==> config.mk <==
export PLATFORM = sky130hd
export DESIGN_NAME = uart_cmd_if
export DESIGN_NICKNAME = d
export VERILOG_FILES = /design/src/rtl/uart_pkg.sv /design/src/rtl/uart_tx_core.sv /design/src/rtl/uart_cmd_if.sv
export SDC_FILE = /design/constraint.sdc
export NUM_CORES = 1
export LEC_CHECK = 0
export BUFFER_PORTS_ARGS = -buffer_cell sky130_fd_sc_hd__buf_2
export CAP_MARGIN = 5
export CORE_AREA = 2 2 94 132
export DETAILED_ROUTE_END_ITERATION = 16
export DIE_AREA = 0 0 96 134
export MAX_ROUTING_LAYER = met4
export PLACE_DENSITY = 0.66
export SYNTH_ARGS = -nofsm -noshare
export SYNTH_HDL_FRONTEND = slang
export SYNTH_SLANG_ARGS = --single-unit
==> constraint.sdc <==
create_clock -name clk -period 2.45 [get_ports clk]
set_input_delay 0.245 -clock clk [delete_from_list [all_inputs] [get_ports clk]]
set_output_delay 0.245 -clock clk [all_outputs]
set_load 0.01 [all_outputs]
==> src/rtl/uart_pkg.sv <==
// Shared state types and default timing constants for the host UART command interface.
package uart_pkg;

  localparam int unsigned BAUD_DIV_DEF = 2604;
  localparam int unsigned TIMEOUT_DEF  = 20;

  typedef enum logic [2:0] {
    RX_IDLE,
    RX_START,
    RX_DATA,
    RX_STOP,
    RX_WAIT_HI_LINE
  } rx_state_t;

  typedef enum logic [1:0] {
    WAIT_HI,
    WAIT_LO,
    HOLD
  } asm_state_t;

  typedef enum logic [1:0] {
    TX_IDLE,
    TX_LOAD,
    TX_SHIFT
  } tx_state_t;

endpackage

==> src/rtl/uart_tx_core.sv <==
// 8N1 transmitter: arms on i_send, captures i_data one cycle later, pulses o_done after stop.
module uart_tx_core
  import uart_pkg::*;
#(
  parameter int unsigned BAUD_DIV = BAUD_DIV_DEF
) (
  input  logic       clk,
  input  logic       rst_n,
  input  logic       i_send,
  input  logic [7:0] i_data,
  output logic       o_tx,
  output logic       o_done
);

  localparam int unsigned     CW        = $clog2(BAUD_DIV);
  localparam logic [CW-1:0]   BAUD_LAST = CW'(BAUD_DIV - 1);

  tx_state_t     r_state, w_state_nxt;
  logic [CW-1:0] r_baud, w_baud_nxt;
  logic [3:0]    r_bit, w_bit_nxt;
  logic [9:0]    r_shift, w_shift_nxt;
  logic          r_done, w_done_nxt;

  always_ff @(posedge clk or negedge rst_n) begin
    if (!rst_n) begin
      r_state <= TX_IDLE;
      r_baud  <= '0;
      r_bit   <= '0;
      r_shift <= '1;
      r_done  <= 1'b0;
    end else begin
      r_state <= w_state_nxt;
      r_baud  <= w_baud_nxt;
      r_bit   <= w_bit_nxt;
      r_shift <= w_shift_nxt;
      r_done  <= w_done_nxt;
    end
  end

  always_comb begin
    w_state_nxt = r_state;
    w_baud_nxt  = r_baud;
    w_bit_nxt   = r_bit;
    w_shift_nxt = r_shift;
    w_done_nxt  = 1'b0;
    case (r_state)
      TX_IDLE: begin
        if (i_send) w_state_nxt = TX_LOAD;
      end
      TX_LOAD: begin
        // Upstream registers the byte, so it is only valid one cycle after i_send.
        w_shift_nxt = {1'b1, i_data, 1'b0};
        w_baud_nxt  = '0;
        w_bit_nxt   = '0;
        w_state_nxt = TX_SHIFT;
      end
      TX_SHIFT: begin
        if (r_baud == BAUD_LAST) begin
          w_baud_nxt = '0;
          if (r_bit == 4'd9) begin
            w_state_nxt = TX_IDLE;
            w_done_nxt  = 1'b1;
          end else begin
            w_bit_nxt   = r_bit + 4'd1;
            w_shift_nxt = {1'b1, r_shift[9:1]};
          end
        end else begin
          w_baud_nxt = r_baud + 1'b1;
        end
      end
      default: w_state_nxt = TX_IDLE;
    endcase
  end

  assign o_tx   = (r_state == TX_SHIFT) ? r_shift[0] : 1'b1;
  assign o_done = r_done;

endmodule

==> src/rtl/uart_cmd_if.sv <==
// Host serial front end: assembles two received 8N1 bytes into a held 16-bit command and
// sends response bytes through uart_tx_core.
module uart_cmd_if
  import uart_pkg::*;
#(
  parameter int unsigned BAUD_DIV = BAUD_DIV_DEF,
  parameter int unsigned TIMEOUT  = TIMEOUT_DEF
) (
  input  logic        clk,
  input  logic        rst_n,
  input  logic        RX,
  output logic        TX,
  output logic [15:0] cmd,
  output logic        cmd_rdy,
  input  logic        clr_cmd_rdy,
  input  logic        send_resp,
  input  logic [7:0]  resp,
  output logic        resp_sent
);

  localparam int unsigned   CW        = $clog2(BAUD_DIV);
  localparam logic [CW-1:0] BAUD_LAST = CW'(BAUD_DIV - 1);
  localparam logic [CW-1:0] BAUD_HALF = CW'(BAUD_DIV / 2 - 1);
  localparam int unsigned   TO_CYC    = (TIMEOUT == 0) ? 1 : TIMEOUT * BAUD_DIV;
  localparam int unsigned   TO_W      = $clog2(TO_CYC + 1);
  localparam logic [TO_W-1:0] TO_LAST = TO_W'(TO_CYC - 1);

  logic          r_rx_meta, r_rx_sync, r_rx_prev;
  rx_state_t     r_rx_state, w_rx_state_nxt;
  logic [CW-1:0] r_rx_baud, w_rx_baud_nxt;
  logic [3:0]    r_rx_bit, w_rx_bit_nxt;
  logic [7:0]    r_rx_shift, w_rx_shift_nxt;
  logic          w_byte_vld;

  asm_state_t      r_asm_state, w_asm_state_nxt;
  logic [15:0]     r_cmd, w_cmd_nxt;
  logic            r_cmd_rdy, w_cmd_rdy_nxt;
  logic [TO_W-1:0] r_to_cnt, w_to_cnt_nxt;

  always_ff @(posedge clk or negedge rst_n) begin
    if (!rst_n) begin
      r_rx_meta <= 1'b1;
      r_rx_sync <= 1'b1;
      r_rx_prev <= 1'b1;
    end else begin
      r_rx_meta <= RX;
      r_rx_sync <= r_rx_meta;
      r_rx_prev <= r_rx_sync;
    end
  end

  always_ff @(posedge clk or negedge rst_n) begin
    if (!rst_n) begin
      r_rx_state  <= RX_IDLE;
      r_rx_baud   <= '0;
      r_rx_bit    <= '0;
      r_rx_shift  <= '0;
      r_asm_state <= WAIT_HI;
      r_cmd       <= '0;
      r_cmd_rdy   <= 1'b0;
      r_to_cnt    <= '0;
    end else begin
      r_rx_state  <= w_rx_state_nxt;
      r_rx_baud   <= w_rx_baud_nxt;
      r_rx_bit    <= w_rx_bit_nxt;
      r_rx_shift  <= w_rx_shift_nxt;
      r_asm_state <= w_asm_state_nxt;
      r_cmd       <= w_cmd_nxt;
      r_cmd_rdy   <= w_cmd_rdy_nxt;
      r_to_cnt    <= w_to_cnt_nxt;
    end
  end

  always_comb begin
    w_rx_state_nxt = r_rx_state;
    w_rx_baud_nxt  = r_rx_baud;
    w_rx_bit_nxt   = r_rx_bit;
    w_rx_shift_nxt = r_rx_shift;
    w_byte_vld     = 1'b0;
    case (r_rx_state)
      RX_IDLE: begin
        if (r_rx_prev && !r_rx_sync) begin
          w_rx_state_nxt = RX_START;
          w_rx_baud_nxt  = '0;
        end
      end
      RX_START: begin
        // Mid-start check rejects short glitches as false starts.
        if (r_rx_baud == BAUD_HALF) begin
          w_rx_baud_nxt  = '0;
          w_rx_bit_nxt   = '0;
          w_rx_state_nxt = r_rx_sync ? RX_IDLE : RX_DATA;
        end else begin
          w_rx_baud_nxt = r_rx_baud + 1'b1;
        end
      end
      RX_DATA: begin
        if (r_rx_baud == BAUD_LAST) begin
          w_rx_baud_nxt  = '0;
          w_rx_shift_nxt = {r_rx_sync, r_rx_shift[7:1]};
          if (r_rx_bit == 4'd7) w_rx_state_nxt = RX_STOP;
          else                  w_rx_bit_nxt   = r_rx_bit + 4'd1;
        end else begin
          w_rx_baud_nxt = r_rx_baud + 1'b1;
        end
      end
      RX_STOP: begin
        if (r_rx_baud == BAUD_LAST) begin
          w_rx_baud_nxt = '0;
          if (r_rx_sync) begin
            w_byte_vld     = 1'b1;
            w_rx_state_nxt = RX_IDLE;
          end else begin
            w_rx_state_nxt = RX_WAIT_HI_LINE;
          end
        end else begin
          w_rx_baud_nxt = r_rx_baud + 1'b1;
        end
      end
      RX_WAIT_HI_LINE: begin
        if (r_rx_sync) w_rx_state_nxt = RX_IDLE;
      end
      default: w_rx_state_nxt = RX_IDLE;
    endcase
  end

  always_comb begin
    w_asm_state_nxt = r_asm_state;
    w_cmd_nxt       = r_cmd;
    w_cmd_rdy_nxt   = r_cmd_rdy;
    w_to_cnt_nxt    = '0;
    case (r_asm_state)
      WAIT_HI: begin
        if (w_byte_vld) begin
          w_cmd_nxt[15:8] = r_rx_shift;
          w_asm_state_nxt = WAIT_LO;
        end
      end
      WAIT_LO: begin
        if (w_byte_vld) begin
          w_cmd_nxt[7:0]  = r_rx_shift;
          w_cmd_rdy_nxt   = 1'b1;
          w_asm_state_nxt = HOLD;
        end else if (TIMEOUT != 0 && r_rx_state == RX_IDLE) begin
          // Gap is measured only while the line shows no frame in progress.
          if (r_to_cnt == TO_LAST) w_asm_state_nxt = WAIT_HI;
          else                     w_to_cnt_nxt    = r_to_cnt + 1'b1;
        end
      end
      HOLD: begin
        if (clr_cmd_rdy) begin
          w_cmd_rdy_nxt   = 1'b0;
          w_asm_state_nxt = WAIT_HI;
        end
      end
      default: w_asm_state_nxt = WAIT_HI;
    endcase
  end

  assign cmd     = r_cmd;
  assign cmd_rdy = r_cmd_rdy;

  uart_tx_core #(
    .BAUD_DIV (BAUD_DIV)
  ) u_tx (
    .clk    (clk),
    .rst_n  (rst_n),
    .i_send (send_resp),
    .i_data (resp),
    .o_tx   (TX),
    .o_done (resp_sent)
  );

endmodule
Word level (Yosys, flattened, before mapping)
Index checks and enable logic that the tools add are counted.

operators by class
  reductions and logical operators = 20
  mux-type cells = 49
  add/sub/neg operators = 5
  eq/ne operators = 30

operators with widths
  cell                                                    number
  2-to-1 mux 16 bit                                       4
  2-to-1 mux 12 bit                                       4
  one-hot mux 12 bit (3 select lines)                     1
  adder 12 x 1 -> 12 bit (second input constant)          2
  equality test 12 bit (second input constant)            2
  != test 2 bit (second input constant)                   12
  one-hot mux 12 bit (2 select lines)                     1
  2-to-1 mux 3 bit                                        7
  2-to-1 mux 10 bit                                       2
  2-to-1 mux 4 bit                                        5
  one-hot mux 10 bit (2 select lines)                     1
  2-to-1 mux 2 bit                                        9
  adder 16 x 1 -> 16 bit (second input constant)          1
  equality test 16 bit (second input constant)            1
  one-hot mux 4 bit (2 select lines)                      2
  one-hot mux 3 bit (5 select lines)                      1
  equality test 12 x 11 -> 1 bit (second input constant)  1
  one-hot mux 2 bit (3 select lines)                      2
  2-to-1 mux 1 bit                                        9
  AND reduction 3 bit                                     3
  adder 4 x 1 -> 4 bit (second input constant)            2
  AND reduction 2 bit                                     4
  AND reduction 4 bit                                     2
  equality test 3 x 2 -> 1 bit (second input constant)    2
  other kinds (17)                                        24

word-level totals
  input bits = 13
  logic and storage cells = 121
  output and inout port bits = 19
  register bits = 94

Depth between registers and ports, before layout
  word-level depth = 5
  mapped depth = 8

Modules after synthesis
A second synthesis with hierarchy kept.

second synthesis, totals
  cell total of the unflattened synthesis = 448
  area total of the unflattened synthesis = 4662.0 um^2

modules (own cells, without submodules)
  module        area an instance (um^2)  seq. area each (um^2)  cells an instance  instances
  uart_cmd_if   3078.0                   1630.3                 293                1
  uart_tx_core  1584.0                   711.9                  155                1

Worst setup path after synthesis
No wires, ideal clock.

  path type = reg2reg
  start point = register u_tx.r_state[0]
  end point = register u_tx.r_state[1]
  setup time = 0.128 ns
  setup slack = 0.517 ns
  required time = 2.322 ns
  stages on the path, launching flop included = 9
  path buffers = 1
  arrival time = 1.805 ns
  cell sequence = dfrtp_1 -> inv_1 -> ha_1 -> clkbuf_1 -> inv_2 -> a31oi_1 -> a21oi_1 -> o21ai_1 -> mux2_1

between the ends
  longest elaborated chain between the ends = 3
  elaborated cells between the ends (all ways) = 8

ends and longest elaborated chain
  element                                                                   RTL line            text
  start, declared                                                           uart_tx_core.sv:18  tx_state_t r_state, w_state_nxt;
  start signal, assigned                                                    uart_tx_core.sv:32  r_state <= w_state_nxt;
  equality test 2 bit / zero test 2 bit (equally long branches)             uart_tx_core.sv:46  case (r_state)
  != test 2 x 1 -> 1 bit (no line) / != test 2 bit (equally long branches)  -
  AND reduction 3 bit (no line)                                             -

Parallel ways exist; a longest one is shown, timed or not.
A chain may end at the register's enable or synchronous reset.

Worst setup path after layout
  start point = register r_rx_baud[0]
  end point = register r_cmd[11] (netlist: cmd[11])

between the ends
  longest elaborated chain between the ends = 4

ends and longest elaborated chain
  element                        RTL line            text
  start, declared                uart_cmd_if.sv:30   logic [CW-1:0] r_rx_baud, w_rx_baud_nxt;
  start signal, assigned         uart_cmd_if.sv:64   r_rx_baud <= w_rx_baud_nxt;
  equality test 12 bit           uart_cmd_if.sv:108  if (r_rx_baud == BAUD_LAST) begin
  2-to-1 mux 1 bit               uart_cmd_if.sv:108
  2-to-1 mux 1 bit               uart_cmd_if.sv:80   case (r_rx_state)
  AND reduction 2 bit (no line)  -
  end signal, assigned           uart_cmd_if.sv:68   r_cmd <= w_cmd_nxt;
  end, declared                  uart_cmd_if.sv:36   logic [15:0] r_cmd, w_cmd_nxt;

Every way passes these cells.

==> results.sh <==
export IMPL_status="completed"
export IMPL_antenna_found_initial=0
export IMPL_startpoint_type="flip-flop"
export IMPL_synth_area_um2=4574
export IMPL_io_pins=32
export IMPL_dieArea_um2=12860
export IMPL_ant_nets=0
export IMPL_final_util_pct=44.67
export IMPL_powerDensity_nw_per_um2=800.2
export IMPL_dp_cells=599
export IMPL_rsz0062_at_grt="no"
export IMPL_critical_path_top_delay_family="simple AND/OR/NAND/NOR gates"
export IMPL_syn_area_per_cell_um2=10.69
export IMPL_critPathRequiredTime_ps=2670
export IMPL_ys_flop_type="dfrtp_1"
export IMPL_clock_latency_ps=340
export IMPL_fmax_mhz=482.1
export IMPL_synthCells=428
export IMPL_finalCritPeriodShare_pct=84.66
export IMPL_drc=0
export IMPL_die_h_um=134
export IMPL_path_clk_slew_ps=70
export IMPL_portBuffers=31
export IMPL_slew_limit_headroom_pct=52.19
export IMPL_vias=3276
export IMPL_cts_tree="done"
export IMPL_drive_gt1_share_pct=18.30
export IMPL_finalSetupTns_ps=0
export IMPL_layout_nets=488
export IMPL_path_buf_inv=0
export IMPL_rows=47
export IMPL_async_reset_ff_share_pct=100.0
export IMPL_clkSinkCount=93
export IMPL_peakVddDrop_uv=593.8
export IMPL_r2r_start="r_rx_baud[0]"
export IMPL_initial_core_util_pct=39.09
export IMPL_hold_viol=0
export IMPL_path_class="reg -> reg"
export IMPL_min_to="r_asm_state[1]"
export IMPL_layoutNonFillerInstCount=617
export IMPL_viasPerCell=5.310
export IMPL_ys_warnings_count=0
export IMPL_tightest_slew_ps=717.2
export IMPL_worst_endpoint_arrival_ps=2290
export IMPL_whs_ps=110.3
export IMPL_antenna_cells=0
export IMPL_hold_buffers=2
export IMPL_gp_congestion=0.8194
export IMPL_synth_top_area_share_pct=44.31
export IMPL_leakagePower_nw=2.388
export IMPL_ctsResizeCount=0
export IMPL_hpwl_um=6020
export IMPL_yosys_register_bits=93
export IMPL_slowest_stage="or3_1"
export IMPL_cts_max_path_buffers=2
export IMPL_core_area_um2=11700
export IMPL_fillers=1099
export IMPL_dr_pass1_iters=4
export IMPL_worst_path_max_fanout=8
export IMPL_initialDrtViolationCount=148
export IMPL_min_period_ps=2074
export IMPL_r2r_cells=5
export IMPL_path_cells="ha_1 -> and4b_1 -> nand4_1 -> or3_1 -> mux2_1"
export IMPL_first_global_vias=3327
export IMPL_hold_start="clr_cmd_rdy"
export IMPL_whs_path_depth=2
export IMPL_synth_area_top_cells="dfrtp_1, dfstp_2, mux2_1, nand2_1, ha_1"
export IMPL_synth_edff_count=0
export IMPL_slew_violations=0
export IMPL_grt_use_total_pct=14.42
export IMPL_syn_nets=451
export IMPL_yosysSeqAreaShare_pct=51.20
export IMPL_ff2ff_setup_slack_ps=380
export IMPL_synth_area_leader_cell="dfrtp_1"
export IMPL_cts_made_buffers=9
export IMPL_die_width_um=96
export IMPL_max_stage_delay_ps=520
export IMPL_final_setup_viol_count=0
export IMPL_cap_violations=0
export IMPL_hold_class="in -> reg"
export IMPL_h_tree_depth=3
export IMPL_grt_max_degree=58
export IMPL_critPathCaptureType="flip-flop"
export IMPL_worst_clock_skew_ps=9.643
export IMPL_cts_root_buf="clkbuf_16"
export IMPL_synth_cell_type_count=62
export IMPL_syn2layout_area_growth_pct=14.28
export IMPL_routed_wl_um=8431
export IMPL_cts_setup_buffers=0
export IMPL_r2r_end="cmd[11]"
export IMPL_wire_per_inst_um=13.66
export IMPL_grt_overflow=0
export IMPL_grt_pass1_wl_um=14710
[Yosys cell counts (4+ instances only)]
cell / n
mux2_1: 25
xnor2_1: 11
inv_1: 10
buf_2: 6
o21ai_1: 24
o21ai_0: 9
nand3_1: 23
dfrtp_1: 81
a21oi_1: 12
mux2i_1: 8
nand2b_1: 7
nand4_1: 6
clkbuf_1: 7
xor2_1: 11
nor2_1: 29
nor3b_1: 4
and4b_1: 4
dfstp_2: 12
nor3_1: 6
o22ai_1: 4
and3_1: 12
nor2_2: 10
ha_1: 10
nand2_1: 35
or3_1: 6
a31oi_1: 5
[worst max path at each step]
stage	slack, ps	startpoint	depth (start not counted)	endpoint
global route	200	r_rx_baud[0]	6	cmd[0]
global placement	430	r_rx_baud[0]	5	cmd[14]
floorplan	520	u_tx.r_state[0]	8	u_tx.r_state[1]
CTS	340	r_rx_baud[0]	5	cmd[11]
detailed placement	340	r_rx_baud[0]	5	cmd[11]
finish	380	r_rx_baud[0]	5	cmd[11]
[kinds of logic after synthesis]
logic type | share of synthesized area [%]
buffers and inverters | 2.653
multiplexers | 7.905
XOR/XNOR | 4.212
AND/OR/NAND/NOR | 20.30
flip-flops | 51.20
AO/OA/AOI/OAI | 11.00
adder cells (fa/ha/maj) | 2.735
[cells in the final DEF, fill, tap and decap left out, types with 4 or more instances in the layout]
master	n
and3_1	12
buf_4	8
nand3_1	23
xor2_1	11
and4b_1	4
nand4_1	6
o21ai_0	9
mux2_1	25
xnor2_1	11
nor3b_1	4
dfrtp_1	81
inv_1	10
nor2_1	29
nor3_1	6
nor2_2	10
mux2i_1	8
dfstp_2	12
nand2_1	35
buf_2	30
o22ai_1	4
a21oi_1	12
or3_1	6
a31oi_1	5
ha_1	10
clkbuf_16	9
o21ai_1	24
nand2b_1	7
[layer usage]
layer  share of wire (%)  global-route usage, %
met5                   0                      -
met3                 2.3                  1.966
met4                 2.5                  7.460
met1                  44                  17.55
met2                  51                  23.03
[flip-flops by register name, summed over array words and instances, names as in the netlist, 2 cells and up]
register	cells
r_asm_state	2
u_tx.r_bit	4
r_rx_baud	12
u_tx.r_shift	9
u_tx.r_baud	12
r_to_cnt	16
cmd	16
r_rx_state	3
r_rx_bit	4
u_tx.r_state	2
r_rx_shift	8
[through the flow]
step	total power, mW	setup WS (ps)	instance area (µm²)
6_report	4.183	375.9	5228
3_5_place_dp	2.835	343.3	4908
4_1_cts	4.243	340.4	5228
3_3_place_gp	2.779	426.8	4908
5_1_grt	4.432	201.5	5228
2_1_floorplan	2.569	517.1	4574
[power by group]
group | internal [mW] | switching [mW]
Sequential | 1.76 | 0.167
Combinational | 0.360 | 0.514
Clock | 0.798 | 0.587
[layout make-up]
cell class                      count  area, µm²  area share (%)
Clock inverter                      7      73.82           1.412
Timing Repair Buffer               41      250.2           4.787
Inverter                           11      41.29          0.7899
Sequential cell                    93       2342           44.81
Tap cell                          147      183.9           3.518
Multi-Input combinational cell    309       2111           40.38
Clock buffer                        9      225.2           4.308
No activity file was read; power rests on OpenSTA's default activity.
